$ cat src/rtl/board_link_host.sv
// board_link_host
// Host-side sequencer for the game-of-life system memory's serial port.
// Turns parallel commands into serial memory traffic:
//   op 00 load     : shift CMD_DATA into the memory MSB first under LOAD_MODE
//   op 01 run      : hold RUN_MODE for CMD_COUNT cycles (one generation each)
//   op 10 readback : pulse OUTPUT_MODE for data_size cycles, capture SERIAL_RX,
//                    present the word on RSP_DATA with a valid/ready handshake
//   op 11 reserved : accepted, one busy cycle, nothing else
// Ports:
//   CLK, RESET                      clock, asynchronous active-high reset
//   CMD_VALID/CMD_READY             command handshake
//   CMD_OP, CMD_DATA, CMD_COUNT     command payload, sampled at the accept edge
//   RSP_VALID/RSP_READY, RSP_DATA   readback response handshake and word
//   SERIAL_TX, SERIAL_RX            serial data to / from the memory
//   LOAD_MODE, RUN_MODE, OUTPUT_MODE memory mode controls (mutually exclusive)
//   BUSY                            high whenever the sequencer is not idle
// Every output is a flop loaded from the next-state logic, so each output
// reflects the state the sequencer is in during that cycle.
module board_link_host #(
   parameter int unsigned data_size   = 64,
   parameter int unsigned count_width = 16
) (
   input  logic                   CLK,
   input  logic                   RESET,
   input  logic                   CMD_VALID,
   output logic                   CMD_READY,
   input  logic [1:0]             CMD_OP,
   input  logic [data_size-1:0]   CMD_DATA,
   input  logic [count_width-1:0] CMD_COUNT,
   output logic                   RSP_VALID,
   input  logic                   RSP_READY,
   output logic [data_size-1:0]   RSP_DATA,
   output logic                   SERIAL_TX,
   input  logic                   SERIAL_RX,
   output logic                   LOAD_MODE,
   output logic                   RUN_MODE,
   output logic                   OUTPUT_MODE,
   output logic                   BUSY
);

   localparam int unsigned BIT_W = $clog2(data_size + 1);
   localparam logic [BIT_W-1:0] LAST_BIT  = BIT_W'(data_size);
   localparam logic [BIT_W-1:0] FIRST_RX  = BIT_W'(2);
   localparam logic [1:0] OP_LOAD = 2'b00;
   localparam logic [1:0] OP_RUN  = 2'b01;
   localparam logic [1:0] OP_READ = 2'b10;

   typedef enum logic [2:0] {
      S_IDLE, S_LOAD, S_RUN, S_OUT, S_DRAIN, S_RESP
   } state_t;

   state_t                 state, state_n;
   logic [data_size-1:0]   tx_sh, tx_sh_n;
   logic [data_size-1:0]   rx_sh, rx_sh_n;
   logic [BIT_W-1:0]       bit_cnt, bit_cnt_n;
   logic [count_width-1:0] gen_cnt, gen_cnt_n;
   logic [count_width-1:0] gen_target, gen_target_n;

   logic                 ready_n, busy_n, load_n, run_n, out_n, tx_n, rsp_valid_n;
   logic [data_size-1:0] rsp_data_n;
   logic                 accept;

   assign accept = CMD_VALID && CMD_READY;

   // State, datapath and output registers
   always_ff @(posedge CLK or posedge RESET) begin
      if (RESET) begin
         state       <= S_IDLE;
         tx_sh       <= '0;
         rx_sh       <= '0;
         bit_cnt     <= '0;
         gen_cnt     <= '0;
         gen_target  <= '0;
         CMD_READY   <= 1'b0;
         BUSY        <= 1'b0;
         LOAD_MODE   <= 1'b0;
         RUN_MODE    <= 1'b0;
         OUTPUT_MODE <= 1'b0;
         SERIAL_TX   <= 1'b0;
         RSP_VALID   <= 1'b0;
         RSP_DATA    <= '0;
      end else begin
         state       <= state_n;
         tx_sh       <= tx_sh_n;
         rx_sh       <= rx_sh_n;
         bit_cnt     <= bit_cnt_n;
         gen_cnt     <= gen_cnt_n;
         gen_target  <= gen_target_n;
         CMD_READY   <= ready_n;
         BUSY        <= busy_n;
         LOAD_MODE   <= load_n;
         RUN_MODE    <= run_n;
         OUTPUT_MODE <= out_n;
         SERIAL_TX   <= tx_n;
         RSP_VALID   <= rsp_valid_n;
         RSP_DATA    <= rsp_data_n;
      end
   end

   // Next state and next output values
   always_comb begin
      state_n      = state;
      tx_sh_n      = tx_sh;
      rx_sh_n      = rx_sh;
      bit_cnt_n    = bit_cnt;
      gen_cnt_n    = gen_cnt;
      gen_target_n = gen_target;
      load_n       = 1'b0;
      run_n        = 1'b0;
      out_n        = 1'b0;
      tx_n         = 1'b0;
      rsp_valid_n  = RSP_VALID;
      rsp_data_n   = RSP_DATA;

      case (state)
         S_IDLE: begin
            if (accept) begin
               case (CMD_OP)
                  OP_LOAD: begin
                     // First bit goes out now; the rest wait in tx_sh, MSB-aligned
                     state_n   = S_LOAD;
                     tx_n      = CMD_DATA[data_size-1];
                     tx_sh_n   = {CMD_DATA[data_size-2:0], 1'b0};
                     load_n    = 1'b1;
                     bit_cnt_n = BIT_W'(1);
                  end
                  OP_RUN: begin
                     // gen_cnt counts generations already issued, including this cycle's
                     state_n      = S_RUN;
                     gen_target_n = CMD_COUNT;
                     if (CMD_COUNT != '0) begin
                        gen_cnt_n = count_width'(1);
                        run_n     = 1'b1;
                     end else begin
                        gen_cnt_n = '0;
                     end
                  end
                  OP_READ: begin
                     state_n   = S_OUT;
                     out_n     = 1'b1;
                     bit_cnt_n = BIT_W'(1);
                     rx_sh_n   = '0;
                  end
                  default: begin
                     // Reserved op reuses the zero-length run path: one busy cycle
                     state_n      = S_RUN;
                     gen_target_n = '0;
                     gen_cnt_n    = '0;
                  end
               endcase
            end
         end

         S_LOAD: begin
            if (bit_cnt == LAST_BIT) begin
               state_n = S_IDLE;
            end else begin
               bit_cnt_n = bit_cnt + BIT_W'(1);
               load_n    = 1'b1;
               tx_n      = tx_sh[data_size-1];
               tx_sh_n   = {tx_sh[data_size-2:0], 1'b0};
            end
         end

         S_RUN: begin
            // Equality compare stops before gen_cnt could ever wrap
            if (gen_cnt == gen_target) begin
               state_n = S_IDLE;
            end else begin
               gen_cnt_n = gen_cnt + count_width'(1);
               run_n     = 1'b1;
            end
         end

         S_OUT: begin
            // Memory output is one cycle late, so the first OUTPUT_MODE cycle has no data
            if (bit_cnt >= FIRST_RX) begin
               rx_sh_n = {rx_sh[data_size-2:0], SERIAL_RX};
            end
            if (bit_cnt == LAST_BIT) begin
               state_n = S_DRAIN;
            end else begin
               bit_cnt_n = bit_cnt + BIT_W'(1);
               out_n     = 1'b1;
            end
         end

         S_DRAIN: begin
            // Last (LSB) sample arrives one cycle after OUTPUT_MODE drops
            rx_sh_n     = {rx_sh[data_size-2:0], SERIAL_RX};
            rsp_data_n  = {rx_sh[data_size-2:0], SERIAL_RX};
            rsp_valid_n = 1'b1;
            state_n     = S_RESP;
         end

         S_RESP: begin
            if (RSP_READY) begin
               rsp_valid_n = 1'b0;
               state_n     = S_IDLE;
            end
         end

         default: begin
            state_n = S_IDLE;
         end
      endcase

      ready_n = (state_n == S_IDLE) && !rsp_valid_n;
      busy_n  = (state_n != S_IDLE);
   end

endmodule
$ cat config.mk
export PLATFORM = sky130hd
export DESIGN_NAME = board_link_host
export DESIGN_NICKNAME = d
export VERILOG_FILES = /design/src/rtl/board_link_host.sv
export SDC_FILE = /design/constraint.sdc
export NUM_CORES = 1
export LEC_CHECK = 0
export ABC_CLOCK_PERIOD_IN_PS = 17300
export BUFFER_PORTS_ARGS = -buffer_cell sky130_fd_sc_hd__buf_2
export CORE_UTILIZATION = 40
export DETAILED_ROUTE_END_ITERATION = 16
export SLEW_MARGIN = 0
export SYNTH_ARGS = -nofsm -noshare
export SYNTH_HDL_FRONTEND = slang
export SYNTH_SLANG_ARGS = --single-unit
$ cat constraint.sdc
create_clock -name CLK -period 17.3 [get_ports CLK]
set_input_delay 3.46 -clock CLK [delete_from_list [all_inputs] [get_ports CLK]]
set_output_delay 3.46 -clock CLK [all_outputs]
set_load 0.01 [all_outputs]
**After elaboration in Yosys (flattened, before gate mapping)**

Index checks and enable logic that the tools add are counted.

- Latch bits: 0
- Memory bits (writable): 0
- Logic and storage cells: 98
- Memories: 0
- Register bits after elaboration: 240
- Bits in read-only memories: 0
- Output and inout port bits: 71

- Reduce and logical (&&, ||, !) cells: 19
- Shift operators: 0
- Equality and inequality tests: 18
- Multiplexer cells: 43
- Divide/modulo/power cells: 0
- Magnitude comparators: 1
- Multiply operators: 0
- Add/subtract/negate cells: 2
- Bitwise gates (word level): 1

Operator list:

| kind | count |
|---|---|
| 2-to-1 mux 64 bit | 3 |
| 2-to-1 mux 63 bit | 3 |
| one-hot mux 63 bit (3 select lines) | 1 |
| one-hot mux 64 bit (2 select lines) | 1 |
| one-hot mux 16 bit (2 select lines) | 3 |
| 2-to-1 mux 16 bit | 2 |
| 2-to-1 mux 7 bit | 3 |
| one-hot mux 3 bit (6 select lines) | 1 |
| adder 16 x 1 -> 16 bit, second input constant | 1 |
| equality test 16 bit | 1 |
| AND reduction 4 bit | 4 |
| nonzero test 16 bit | 1 |
| 2-to-1 mux 3 bit | 5 |
| 2-to-1 mux 1 bit | 14 |
| != test 2 bit, second input constant | 7 |
| one-hot mux 7 bit (2 select lines) | 1 |
| one-hot mux 1 bit (2 select lines) | 5 |
| adder 7 x 1 -> 7 bit, second input constant | 1 |
| equality test 7 bit, second input constant | 1 |
| greater-or-equal comparator 7 x 2 -> 1 bit, second input constant | 1 |
| equality test 3 x 2 -> 1 bit, second input constant | 2 |
| equality test 3 bit, second input constant | 2 |
| zero test 3 bit | 2 |
| nonzero test 2 bit | 3 |
| other kinds (12) | 16 |

**Logic depth before layout (Yosys ltp)**

- Word-level depth: 6
- Depth in mapped cells: 9

**Worst setup path before layout**

Ideal clock, no wire load.

- Path type: input-to-reg
- Start point: input port CMD_VALID
- End point: register tx_sh[10]
- Data required time: 17.174 ns
- Arrival: 4.848 ns
- Stages on the path: 7
- Library setup time: 0.126 ns
- Path buffers: 3
- Setup slack: 12.326 ns
- Cells stage by stage: nand3b_1 > or3_1 > a211oi_1 > clkbuf_1 > buf_2 > buf_2 > a21oi_1

- Cells in the longest elaborated chain, start to end: 3

Ends and longest elaborated chain:

| item | RTL line | RTL |
|---|---|---|
| start, declared | 25 | `input logic CMD_VALID,` |
| logical AND 1 bit | 63 | `assign accept = CMD_VALID && CMD_READY;` |
| != test 2 bit (no source line) | -- |  |
| AND reduction 4 bit (no source line) | -- |  |
| end signal, assigned | 84 | `tx_sh <= tx_sh_n;` |
| end, declared | 53 | `logic [data_size-1:0] tx_sh, tx_sh_n;` |

No other way between the ends.
A chain may end at the register's enable or synchronous reset.

==> impl_results.md <==
- Routed wire per std cell: 14.5 um
- Register area share after synthesis: 57.8%
- Core area: 0.0253 sq mm
- Synthesized netlist cell count: 969
- Dpl hpwl: 13,100 um
- Post-CTS Hold Fix Bufs: 0
- Final Max Tran Viols: 0
- Postcts setup bufs: 0
- Max-cap violations: 0
- Psw: 606 uW
- DR vias/cell: 5.00
- Drt pass-1 iters: 4
- GPL Wtd Cong: 0.749
- Vias in the first global route: 7,015
- Commonest non-fill, non-tap cell in the layout: dfrtp_1
- Global-route wire length before repair: 35,300 um
- Fin crit period: 5.17 ns
- Setup Skew: 0.0182 ns
- Crit end category: async pin
- Total grt overflow: 0
- Maximum vdd drop: 82.4 uV
- Ys Warns: 0
- CP Data Required Time: 17.82 ns
- Largest net degree at the start of global routing: 128
- Final nets: 1,189
- I/O pins: 158
- Syn_nets: 1,060
- Most common flop cell mapped by yosys: dfrtp_1
- Via count: 7,225
- Synthesized area: 0.0104 sq mm
- Die Y: 163 um
- Sequential share of power: 41.8%
- # diodes: 0
- Final WL: 20,900 um
- CP startpoint: RESET
- Syn Area/Cell: 10.7 sq um
- Port-buffer cells: 157
- Multi-input logic area: 0.00409 sq mm
- Status: completed
- CP max FO: 114
- Clk slew on worst S/H paths: 0.06 ns
- #FFs+latches synth: 239
- Critical Path End: BUSY$_DFF_PP0_
- CP arrival: 5.69 ns
- R2R Path Start: bit_cnt[4]$_DFFE_PP0P_
- Post-CTS Resized: 0
- DRC viols: 0
- EDFF count, synth: 0
- Die ar.: 0.0265 sq mm
- Setup violators final: 0
- Initial Util: 41.0%
- Layout cell share with drive strength beyond 1: 25.0%
- Reg-to-reg setup timing slack: 14.31 ns
- Unique masters post-synth: 49
- Post-Place Worst Slack: 11.33 ns
- Worst reg2reg path depth: 5
- Max clock buf depth: 3
- CP Launch Type: primary input
- Leakage power: 0.00583 uW
- Switch share: 33.1%
- Final setup TNS: 0 ns
- Ys async rst share: 100%
- Hold Crit Class: reg2reg
- Gr usage total: 16.2%
- Sequential cell area: 0.00598 sq mm
- Critical path class: in2async
- Final hold vios: 0
- Power per cell area: 149 mW/mm^2
- Clock network fraction of design power: 30.9%
- H-tree lvl count: 1
- Initial antenna violation count: 1
- Site Rows: 58
- Die X: 163 um
- FMAX: 194 MHz
- Drt first-iter violations: 452
- RR Endpoint: rx_sh[25]$_DFFE_PP0P_
- RSZ-0062 raised after global routing: false
- Worst Tran Pin Value: 1.18 ns
- Worst setup margin: 12.13 ns
- P_int: 1220 uW
- Clock sink count: 239
- Skew-Pair Late Insertion Delay: 0.54 ns
- TritonCTS clock tree: yes
- Final ANT Viol Nets: 0
- Most frequent cells in the layout: dfrtp_1, nand2_1, buf_2
- Max_slew headroom: 21.5%
- Comb power frac: 27.2%
- Area Growth Syn to Fin: 18.3%
- Tcrit/Tclk final: 29.9%
- Fill count: 2,349
- Clock root buffer: clkbuf_16
- Num CTS Buffers: 27
-- state kept, by name, indices dropped and copies added (netlist names) --
name	count
BUSY	1
CMD_READY	1
LOAD_MODE	1
OUTPUT_MODE	1
RSP_DATA	64
RSP_VALID	1
RUN_MODE	1
SERIAL_TX	1
bit_cnt	7
gen_cnt	16
gen_target	16
rx_sh	63
state	3
tx_sh	63
-- final cells by class --
| cell class | count | share of cell area [%] |
|---|---|---|
| clock buffers | 39 | 6.46 |
| clock inverters | 6 | 0.807 |
| inverters | 5 | 0.215 |
| multi-input cells | 660 | 33.4 |
| flip-flops and latches | 239 | 48.8 |
| well taps | 330 | 3.37 |
| repair buffers | 165 | 6.91 |
-- worst min-delay path by stage --
stage | cells past startpoint | slack, ns | start | endpoint
finish | 2 | 0.48 | rx_sh[62]$_DFFE_PP0P_ | rx_sh[62]$_DFFE_PP0P_
floorplan | 2 | 0.44 | rx_sh[62]$_DFFE_PP0P_ | rx_sh[62]$_DFFE_PP0P_
detailed placement | 2 | 0.48 | gen_target[5]$_DFFE_PP0P_ | gen_target[5]$_DFFE_PP0P_
CTS | 2 | 0.49 | rx_sh[62]$_DFFE_PP0P_ | rx_sh[62]$_DFFE_PP0P_
global placement | 2 | 0.47 | rx_sh[62]$_DFFE_PP0P_ | rx_sh[62]$_DFFE_PP0P_
global route | 2 | 0.51 | gen_target[5]$_DFFE_PP0P_ | gen_target[5]$_DFFE_PP0P_
-- power by group through the flow --
stage               Sequential, uW  Clock (uW)  Combinational (uW)
detailed placement             775           0                 507
floorplan                      747           0                 432
finish                         766         566                 498
global placement               773           0                 497
CTS                            767         587                 508
global route                   782         609                 565
-- kinds of logic after synthesis --
kind of cell	count (synthesis)	synth area share, %
buffers and inverters	70	3.07
adder cells (fa/ha/maj)	4	0.484
XOR/XNOR	17	1.44
flip-flops	239	57.8
AND/OR/NAND/NOR	327	14.2
AO/OA/AOI/OAI	185	9.96
multiplexers	127	13.1
-- synthesized netlist by cell type, types with 9 or more instances --
| cell | instances | area share [%] |
|---|---|---|
| clkbuf_1 | 45 | 1.6 |
| o21ai_0 | 70 | 3.4 |
| nor2_1 | 72 | 2.6 |
| mux2i_1 | 63 | 6.1 |
| a21oi_1 | 71 | 3.4 |
| nand3b_1 | 20 | 1.5 |
| buf_2 | 13 | 0.63 |
| o21ai_1 | 14 | 0.68 |
| xnor2_1 | 17 | 1.4 |
| nand4_1 | 12 | 0.73 |
| nand3_1 | 9 | 0.44 |
| mux2_2 | 64 | 7.0 |
| o31ai_1 | 10 | 0.73 |
| nand2_1 | 172 | 6.2 |
| dfrtp_1 | 239 | 58 |
-- layer usage --
layer | up-vias | global-route usage [%] | wire, um
met5 | - | 0 | 17
li1 | 3606 | - | -
met2 | 125 | 26.3 | 9950
met1 | 3464 | 21.6 | 9430
met4 | 2 | 4.12 | 341
met3 | 28 | 3.87 | 1190
-- worst max-delay path: stages --
cell and delay (ns):
buf_2 0.13, inv_8 0.51, buf_4 0.65, buf_4 0.85
-- stage by stage --
step | instances | hold slack, ns | util [%] | cell area, sq um | total power, uW
2_1_floorplan | 969 | 0.444 | - | 10400 | 1180
3_3_place_gp | 1399 | 0.468 | 45.0 | 11400 | 1270
3_5_place_dp | 1399 | 0.478 | 45.0 | 11400 | 1280
4_1_cts | 1444 | 0.490 | 48.5 | 12200 | 1860
5_1_grt | 1444 | 0.507 | 48.5 | 12200 | 1960
6_report | 1444 | 0.482 | 48.5 | 12200 | 1830
No activity file was read; power rests on OpenSTA's default activity.
